$ cat src/rtl/regfile_sb_pkg.sv
// Shared register-file constants: data width and architectural register indexing.
`ifndef XLEN
`define XLEN 64
`endif

package regfile_sb_pkg;
   localparam int XLEN      = `XLEN;
   localparam int REG_IDX_W = 5;
   localparam int NREG      = 32;
endpackage

$ cat src/rtl/regfile_sb_if.sv
// Writeback, decode-read and issue/flush signals between the pipeline and the register file.
import regfile_sb_pkg::*;

interface regfile_sb_if #(
   parameter int XLEN = `XLEN
);
   // No valid/ready handshake here: every input is qualified by its own
   // enable (wb_wren_i, issue_valid_i, flush_i) and acts on the next rising edge;
   // read data and busy flags are combinational, zero-latency responses.
   logic                 wb_wren_i;
   logic [REG_IDX_W-1:0] wb_idx_i;
   logic [XLEN-1:0]      wb_data_i;
   logic [REG_IDX_W-1:0] rs1_idx_i;
   logic [REG_IDX_W-1:0] rs2_idx_i;
   logic [XLEN-1:0]      rs1_data_o;
   logic [XLEN-1:0]      rs2_data_o;
   logic                 issue_valid_i;
   logic [REG_IDX_W-1:0] issue_rd_idx_i;
   logic                 flush_i;
   logic                 rs1_busy_o;
   logic                 rs2_busy_o;

   modport master (
      output wb_wren_i, wb_idx_i, wb_data_i, rs1_idx_i, rs2_idx_i,
      output issue_valid_i, issue_rd_idx_i, flush_i,
      input  rs1_data_o, rs2_data_o, rs1_busy_o, rs2_busy_o
   );

   modport slave (
      input  wb_wren_i, wb_idx_i, wb_data_i, rs1_idx_i, rs2_idx_i,
      input  issue_valid_i, issue_rd_idx_i, flush_i,
      output rs1_data_o, rs2_data_o, rs1_busy_o, rs2_busy_o
   );
endinterface

$ cat src/rtl/regfile_sb_rf_bypass_read.sv
// One read port: x0 mask, write-first bypass of writeback data, busy masking.
import regfile_sb_pkg::*;

module rf_bypass_read #(
   parameter int XLEN = `XLEN
) (
   input  logic [REG_IDX_W-1:0] rs_idx_i,
   input  logic [XLEN-1:0]      reg_data_i,
   input  logic                 busy_i,
   input  logic                 wb_wren_i,
   input  logic [REG_IDX_W-1:0] wb_idx_i,
   input  logic [XLEN-1:0]      wb_data_i,
   output logic [XLEN-1:0]      rs_data_o,
   output logic                 rs_busy_o
);
   logic is_x0;
   logic wb_hit;

   assign is_x0  = (rs_idx_i == '0);
   assign wb_hit = wb_wren_i && (wb_idx_i == rs_idx_i);

   always_comb begin
      rs_data_o = reg_data_i;
      rs_busy_o = busy_i;
      if (is_x0) begin
         rs_data_o = '0;
         rs_busy_o = 1'b0;
      end else if (wb_hit) begin
         // The producer retires this cycle, so its result is forwarded and the hazard is gone.
         rs_data_o = wb_data_i;
         rs_busy_o = 1'b0;
      end
   end
endmodule

$ cat src/rtl/regfile_sb.sv
// Integer register file x1..x31 with write-first bypass and a RAW-hazard scoreboard.
import regfile_sb_pkg::*;

module regfile_sb #(
   parameter int XLEN = `XLEN,
   parameter int NREG = 32
) (
   input logic         clk,
   input logic         rst,
   regfile_sb_if.slave rf
);
   logic [XLEN-1:0] regs_q [1:NREG-1];
   logic [NREG-1:0] busy_q;
   logic [NREG-1:0] busy_d;
   logic            wb_we;
   logic [XLEN-1:0] rs1_raw;
   logic [XLEN-1:0] rs2_raw;

   assign wb_we = rf.wb_wren_i && (rf.wb_idx_i != '0);

   always_ff @(posedge clk) begin
      if (rst) begin
         for (int i = 1; i < NREG; i++) regs_q[i] <= '0;
      end else if (wb_we) begin
         regs_q[rf.wb_idx_i] <= rf.wb_data_i;
      end
   end

   // Clear on writeback first so a same-edge issue to that index re-marks it busy.
   always_comb begin
      busy_d = busy_q;
      if (wb_we) busy_d[rf.wb_idx_i] = 1'b0;
      if (rf.flush_i) begin
         busy_d = '0;
      end else if (rf.issue_valid_i && (rf.issue_rd_idx_i != '0)) begin
         busy_d[rf.issue_rd_idx_i] = 1'b1;
      end
      busy_d[0] = 1'b0;
   end

   always_ff @(posedge clk) begin
      if (rst) busy_q <= '0;
      else     busy_q <= busy_d;
   end

   // x0 has no storage; the read ports mask it anyway, this just avoids an out-of-range read.
   assign rs1_raw = (rf.rs1_idx_i == '0) ? '0 : regs_q[rf.rs1_idx_i];
   assign rs2_raw = (rf.rs2_idx_i == '0) ? '0 : regs_q[rf.rs2_idx_i];

   rf_bypass_read #(.XLEN(XLEN)) u_rd1 (
      .rs_idx_i   (rf.rs1_idx_i),
      .reg_data_i (rs1_raw),
      .busy_i     (busy_q[rf.rs1_idx_i]),
      .wb_wren_i  (rf.wb_wren_i),
      .wb_idx_i   (rf.wb_idx_i),
      .wb_data_i  (rf.wb_data_i),
      .rs_data_o  (rf.rs1_data_o),
      .rs_busy_o  (rf.rs1_busy_o)
   );

   rf_bypass_read #(.XLEN(XLEN)) u_rd2 (
      .rs_idx_i   (rf.rs2_idx_i),
      .reg_data_i (rs2_raw),
      .busy_i     (busy_q[rf.rs2_idx_i]),
      .wb_wren_i  (rf.wb_wren_i),
      .wb_idx_i   (rf.wb_idx_i),
      .wb_data_i  (rf.wb_data_i),
      .rs_data_o  (rf.rs2_data_o),
      .rs_busy_o  (rf.rs2_busy_o)
   );
endmodule

$ cat src/flat_wrapper.sv
// flat-port wrapper written by rule: the top's interface ports become plain ports
module regfile_sb_flat 
#(
   parameter int XLEN = `XLEN,
   parameter int NREG = 32
)
  (clk, rst, rf_wb_wren_i, rf_wb_idx_i, rf_wb_data_i, rf_rs1_idx_i, rf_rs2_idx_i, rf_issue_valid_i, rf_issue_rd_idx_i, rf_flush_i, rf_rs1_data_o, rf_rs2_data_o, rf_rs1_busy_o, rf_rs2_busy_o);
  regfile_sb_if #(.XLEN(XLEN)) rf_i ();
  input logic clk;
  input logic rst;
  input wire logic [$bits(rf_i.wb_wren_i)-1:0] rf_wb_wren_i;
  input wire logic [$bits(rf_i.wb_idx_i)-1:0] rf_wb_idx_i;
  input wire logic [$bits(rf_i.wb_data_i)-1:0] rf_wb_data_i;
  input wire logic [$bits(rf_i.rs1_idx_i)-1:0] rf_rs1_idx_i;
  input wire logic [$bits(rf_i.rs2_idx_i)-1:0] rf_rs2_idx_i;
  input wire logic [$bits(rf_i.issue_valid_i)-1:0] rf_issue_valid_i;
  input wire logic [$bits(rf_i.issue_rd_idx_i)-1:0] rf_issue_rd_idx_i;
  input wire logic [$bits(rf_i.flush_i)-1:0] rf_flush_i;
  output wire logic [$bits(rf_i.rs1_data_o)-1:0] rf_rs1_data_o;
  output wire logic [$bits(rf_i.rs2_data_o)-1:0] rf_rs2_data_o;
  output wire logic [$bits(rf_i.rs1_busy_o)-1:0] rf_rs1_busy_o;
  output wire logic [$bits(rf_i.rs2_busy_o)-1:0] rf_rs2_busy_o;
  assign rf_i.wb_wren_i = rf_wb_wren_i;
  assign rf_i.wb_idx_i = rf_wb_idx_i;
  assign rf_i.wb_data_i = rf_wb_data_i;
  assign rf_i.rs1_idx_i = rf_rs1_idx_i;
  assign rf_i.rs2_idx_i = rf_rs2_idx_i;
  assign rf_i.issue_valid_i = rf_issue_valid_i;
  assign rf_i.issue_rd_idx_i = rf_issue_rd_idx_i;
  assign rf_i.flush_i = rf_flush_i;
  assign rf_rs1_data_o = rf_i.rs1_data_o;
  assign rf_rs2_data_o = rf_i.rs2_data_o;
  assign rf_rs1_busy_o = rf_i.rs1_busy_o;
  assign rf_rs2_busy_o = rf_i.rs2_busy_o;
  regfile_sb #(.XLEN(XLEN), .NREG(NREG)) u_core (.clk(clk), .rst(rst), .rf(rf_i));
endmodule
$ cat config.mk
export PLATFORM = sky130hd
export DESIGN_NAME = regfile_sb_flat
export DESIGN_NICKNAME = d
export VERILOG_FILES = /design/src/rtl/regfile_sb_pkg.sv /design/src/rtl/regfile_sb_if.sv /design/src/rtl/regfile_sb_rf_bypass_read.sv /design/src/rtl/regfile_sb.sv /design/src/flat_wrapper.sv
export SDC_FILE = /design/constraint.sdc
export NUM_CORES = 2
export LEC_CHECK = 0
export ABC_CLOCK_PERIOD_IN_PS = 3750
export BUFFER_PORTS_ARGS = -buffer_cell sky130_fd_sc_hd__buf_2
export CORE_MARGIN = 10
export CORE_UTILIZATION = 36
export CTS_BUF_LIST = sky130_fd_sc_hd__clkbuf_8 sky130_fd_sc_hd__clkbuf_16
export DETAILED_ROUTE_END_ITERATION = 10
export GPL_ROUTABILITY_DRIVEN = 0
export PLACE_DENSITY_LB_ADDON = 0.05
export SLEW_MARGIN = 20
export SYNTH_ARGS = -nofsm -noshare
export SYNTH_HDL_FRONTEND = slang
export SYNTH_SLANG_ARGS = --single-unit
$ cat constraint.sdc
create_clock -name clk -period 3.75 [get_ports clk]
set_input_delay 0.9375 -clock clk [delete_from_list [all_inputs] [get_ports clk]]
set_output_delay 0.9375 -clock clk [all_outputs]
set_load 0.02 [all_outputs]
==> qor.csv <==
metric;value;unit
run_status;complete, but fails checks;
violations;negative setup slack;
crit_fanout;13;
die_x;576;um
synthArstFlopShare;0;
p_total;63.5;mW
drt_iter0_markers;9532;
maxCapViolations;0;
syn_inst;7682;
fillers;26648;
ys.flop_type;edfxtp_1;
synth.area.top_cells;edfxtp_1 (55%), mux4_2 (17%), and2_1 (11%);
clock-sinks;2079;
numCtsBuffers;265;
worst_setup_path_start_kind;input port;
syn_area_per_cell;14.5;um2
clkTransAtPathRegs;0.05;ns
r2r-start;u_core.busy_q[24]$_SDFF_PP0_;
synth_mux_area_frac;0.213;
dieArea;0.331;mm2
cpLargestDelayFamily;buffers and inverters;
htree_levels;5;
clkLatencyLatePin;0.89;ns
track_usage;0.296;
synth_compound_area_frac;0.0567;
multiInputGateArea;0.0485;mm2
dp_slack;-0.831;ns
synthXorXnorAreaFrac;0.000788;
detail_route.wl_per_cell;39.2;um
synth_top_family_by_area;multiplexers;
synth.distinct_cells;64;
cp-startpoint;rf_rs1_idx_i[0];
postRouteAntennaNets;0;
cp_slowest_cell;mux4_2;
fin_ws;-0.382;ns
setup_viol;130;
overflow;0;
cpPeakStageDelay;0.52;ns
dr.pass1.iters;6;
netlist_top_cells_count;edfxtp_1 (2048), and2_1 (1993), mux4_2 (835);
via_per_inst;6.04;
drive_gt1_frac;0.371;
hp-start;rf_wb_data_i[42];
chipHeight;576;um
grt_pass1_vias;79254;
hold_class;in2reg;
synth_edf_count;2048;
num_rows;203;
design_area;0.143;mm2
totalWireLength;513000;um
arrival;3.19;ns
cp.required;2.81;ns
syn-cell-area;0.111;mm2
power.density;443;mW/mm2
vias;79041;
post_dp_cell_area;0.126;mm2
period_minus_slack;4.13;ns
worst_slew_pin_slew;1.00;ns
drv_slew;0;
ys_ff_latch;2079;
io-pin-count;219;
start_util;0.362;
period_share;1.10;
ir_drop;0.000314;V
register_area;0.0621;mm2
endpoint_kind;output pin;
synth_top_area_frac;0.554;
yosys.area_share.adder;0;
seq_area_frac_synth;0.559;
synth_most_common_cell;edfxtp_1;
dp_hpwl;320000;um
fin_worst_skew;0;ns
clock.fmax;0.242;GHz
holdWs;0.382;ns
syn_to_final_growth;29.1;%
path_common_cell;buf_16;
cts-root-buf;clkbuf_16;
rsz0062_at_grt;yes;
synth_largest_area_cell;edfxtp_1;
grt_pass1_wl;686000;um
synth-warning-count;0;
core;0.307;mm2
path_buf_inv;7;
worstPathCellList;buf_16 -> buf_16 -> buf_16 -> buf_16 -> buf_16 -> buf_12 -> mux4_2 -> o22ai_2 -> nor2_1 -> a32o_1 -> buf_2;
yosys.area_share.simple;0.136;
cts_tree;yes;
hold_viol;0;
tns;-33.97;ns
drc;0;
cts_buffer_depth;4;
port_buffers;218;
p_leak;52.2;nW
slew_headroom;0.329;
grt_max_degree;65;
antenna_found_initial;64;
nets;8841;
path_class;in2out;
## timing repair
item	4_1_cts	5_1_grt
endpoints found under the setup margin	130	130
pin swaps	183	257
hold endpoints to repair	0	0
resized for setup	681	496
cloned	31	26
hold buffers	0	0
setup buffers	165	200
## per-layer routing
| metal | share of wire | GRT usage | wire (um) |
|---|---|---|---|
| met5 | 0.000084 | 0 | 43 |
| met4 | 0.045 | 0.102 | 22900 |
| met3 | 0.076 | 0.0466 | 39100 |
| met2 | 0.48 | 0.487 | 244000 |
| met1 | 0.40 | 0.399 | 207000 |
## cell families after synthesis
family	after synthesis
compound gates	855
xor+xnor	10
buf+inv	838
flops	2079
mux	1319
other cells	1
simple gates	2580
## state kept, by name, summed over array words and instances, names as in the netlist
| signal | count |
|---|---|
| u_core.busy_q | 31 |
| u_core.regs_q | 2048 |
## cell type report
| class | instances | share of cell area |
|---|---|---|
| Clock buffer | 277 | 0.0482 |
| Timing Repair Buffer | 1574 | 0.133 |
| Sequential cell | 2079 | 0.433 |
| Inverter | 4 | 0.000192 |
| Clock inverter | 185 | 0.0110 |
| Tap cell | 4100 | 0.0358 |
| Multi-Input combinational cell | 4828 | 0.338 |
| Antenna cell | 34 | 0.000593 |
## layout by cell type, fill, tap and decap left out, types with 49 or more instances in the layout
| master | count |
|---|---|
| edfxtp_1 | 2048 |
| and2_1 | 1991 |
| mux4_2 | 835 |
| buf_4 | 791 |
| mux2i_1 | 404 |
| buf_12 | 357 |
| clkbuf_16 | 301 |
| buf_6 | 192 |
| nand2_1 | 184 |
| a22oi_1 | 116 |
| nor2_1 | 106 |
| o211ai_1 | 105 |
| buf_2 | 88 |
| a221oi_1 | 84 |
| o22ai_1 | 75 |
| o22ai_2 | 74 |
| buf_16 | 71 |
| conb_1 | 64 |
| nand3_1 | 61 |
| inv_1 | 58 |
| nand3_2 | 49 |
## power breakdown
part / internal (mW) / total (mW) / switching [mW]
clock network: 15.2 / 25.7 / 10.5
logic: 4.64 / 10.3 / 5.68
registers: 26.8 / 27.5 / 0.687
total: 46.6 / 63.5 / 16.9
## through the flow
| stage | std cells | util |
|---|---|---|
| after detailed placement | 12226 | 0.411 |
| after global placement | 12226 | 0.411 |
| final | 13081 | 0.468 |
| after CTS | 12860 | 0.455 |
| after global routing | 13053 | 0.468 |
| after floorplan | 7745 | - |
## path summary, 6_finish.rpt
kind / end / slack (ns) / cells past startpoint
max: rf_rs1_data_o[18] / -0.38 / 11
max reg2reg: u_core.busy_q[24]$_SDFF_PP0_ / 3.03 / 2
min reg2reg: u_core.busy_q[31]$_SDFF_PP0_ / 0.50 / 2
min: u_core.regs_q[0][42]$_DFFE_PP_ / 0.38 / 1
Power figures use the tool's default switching activity.
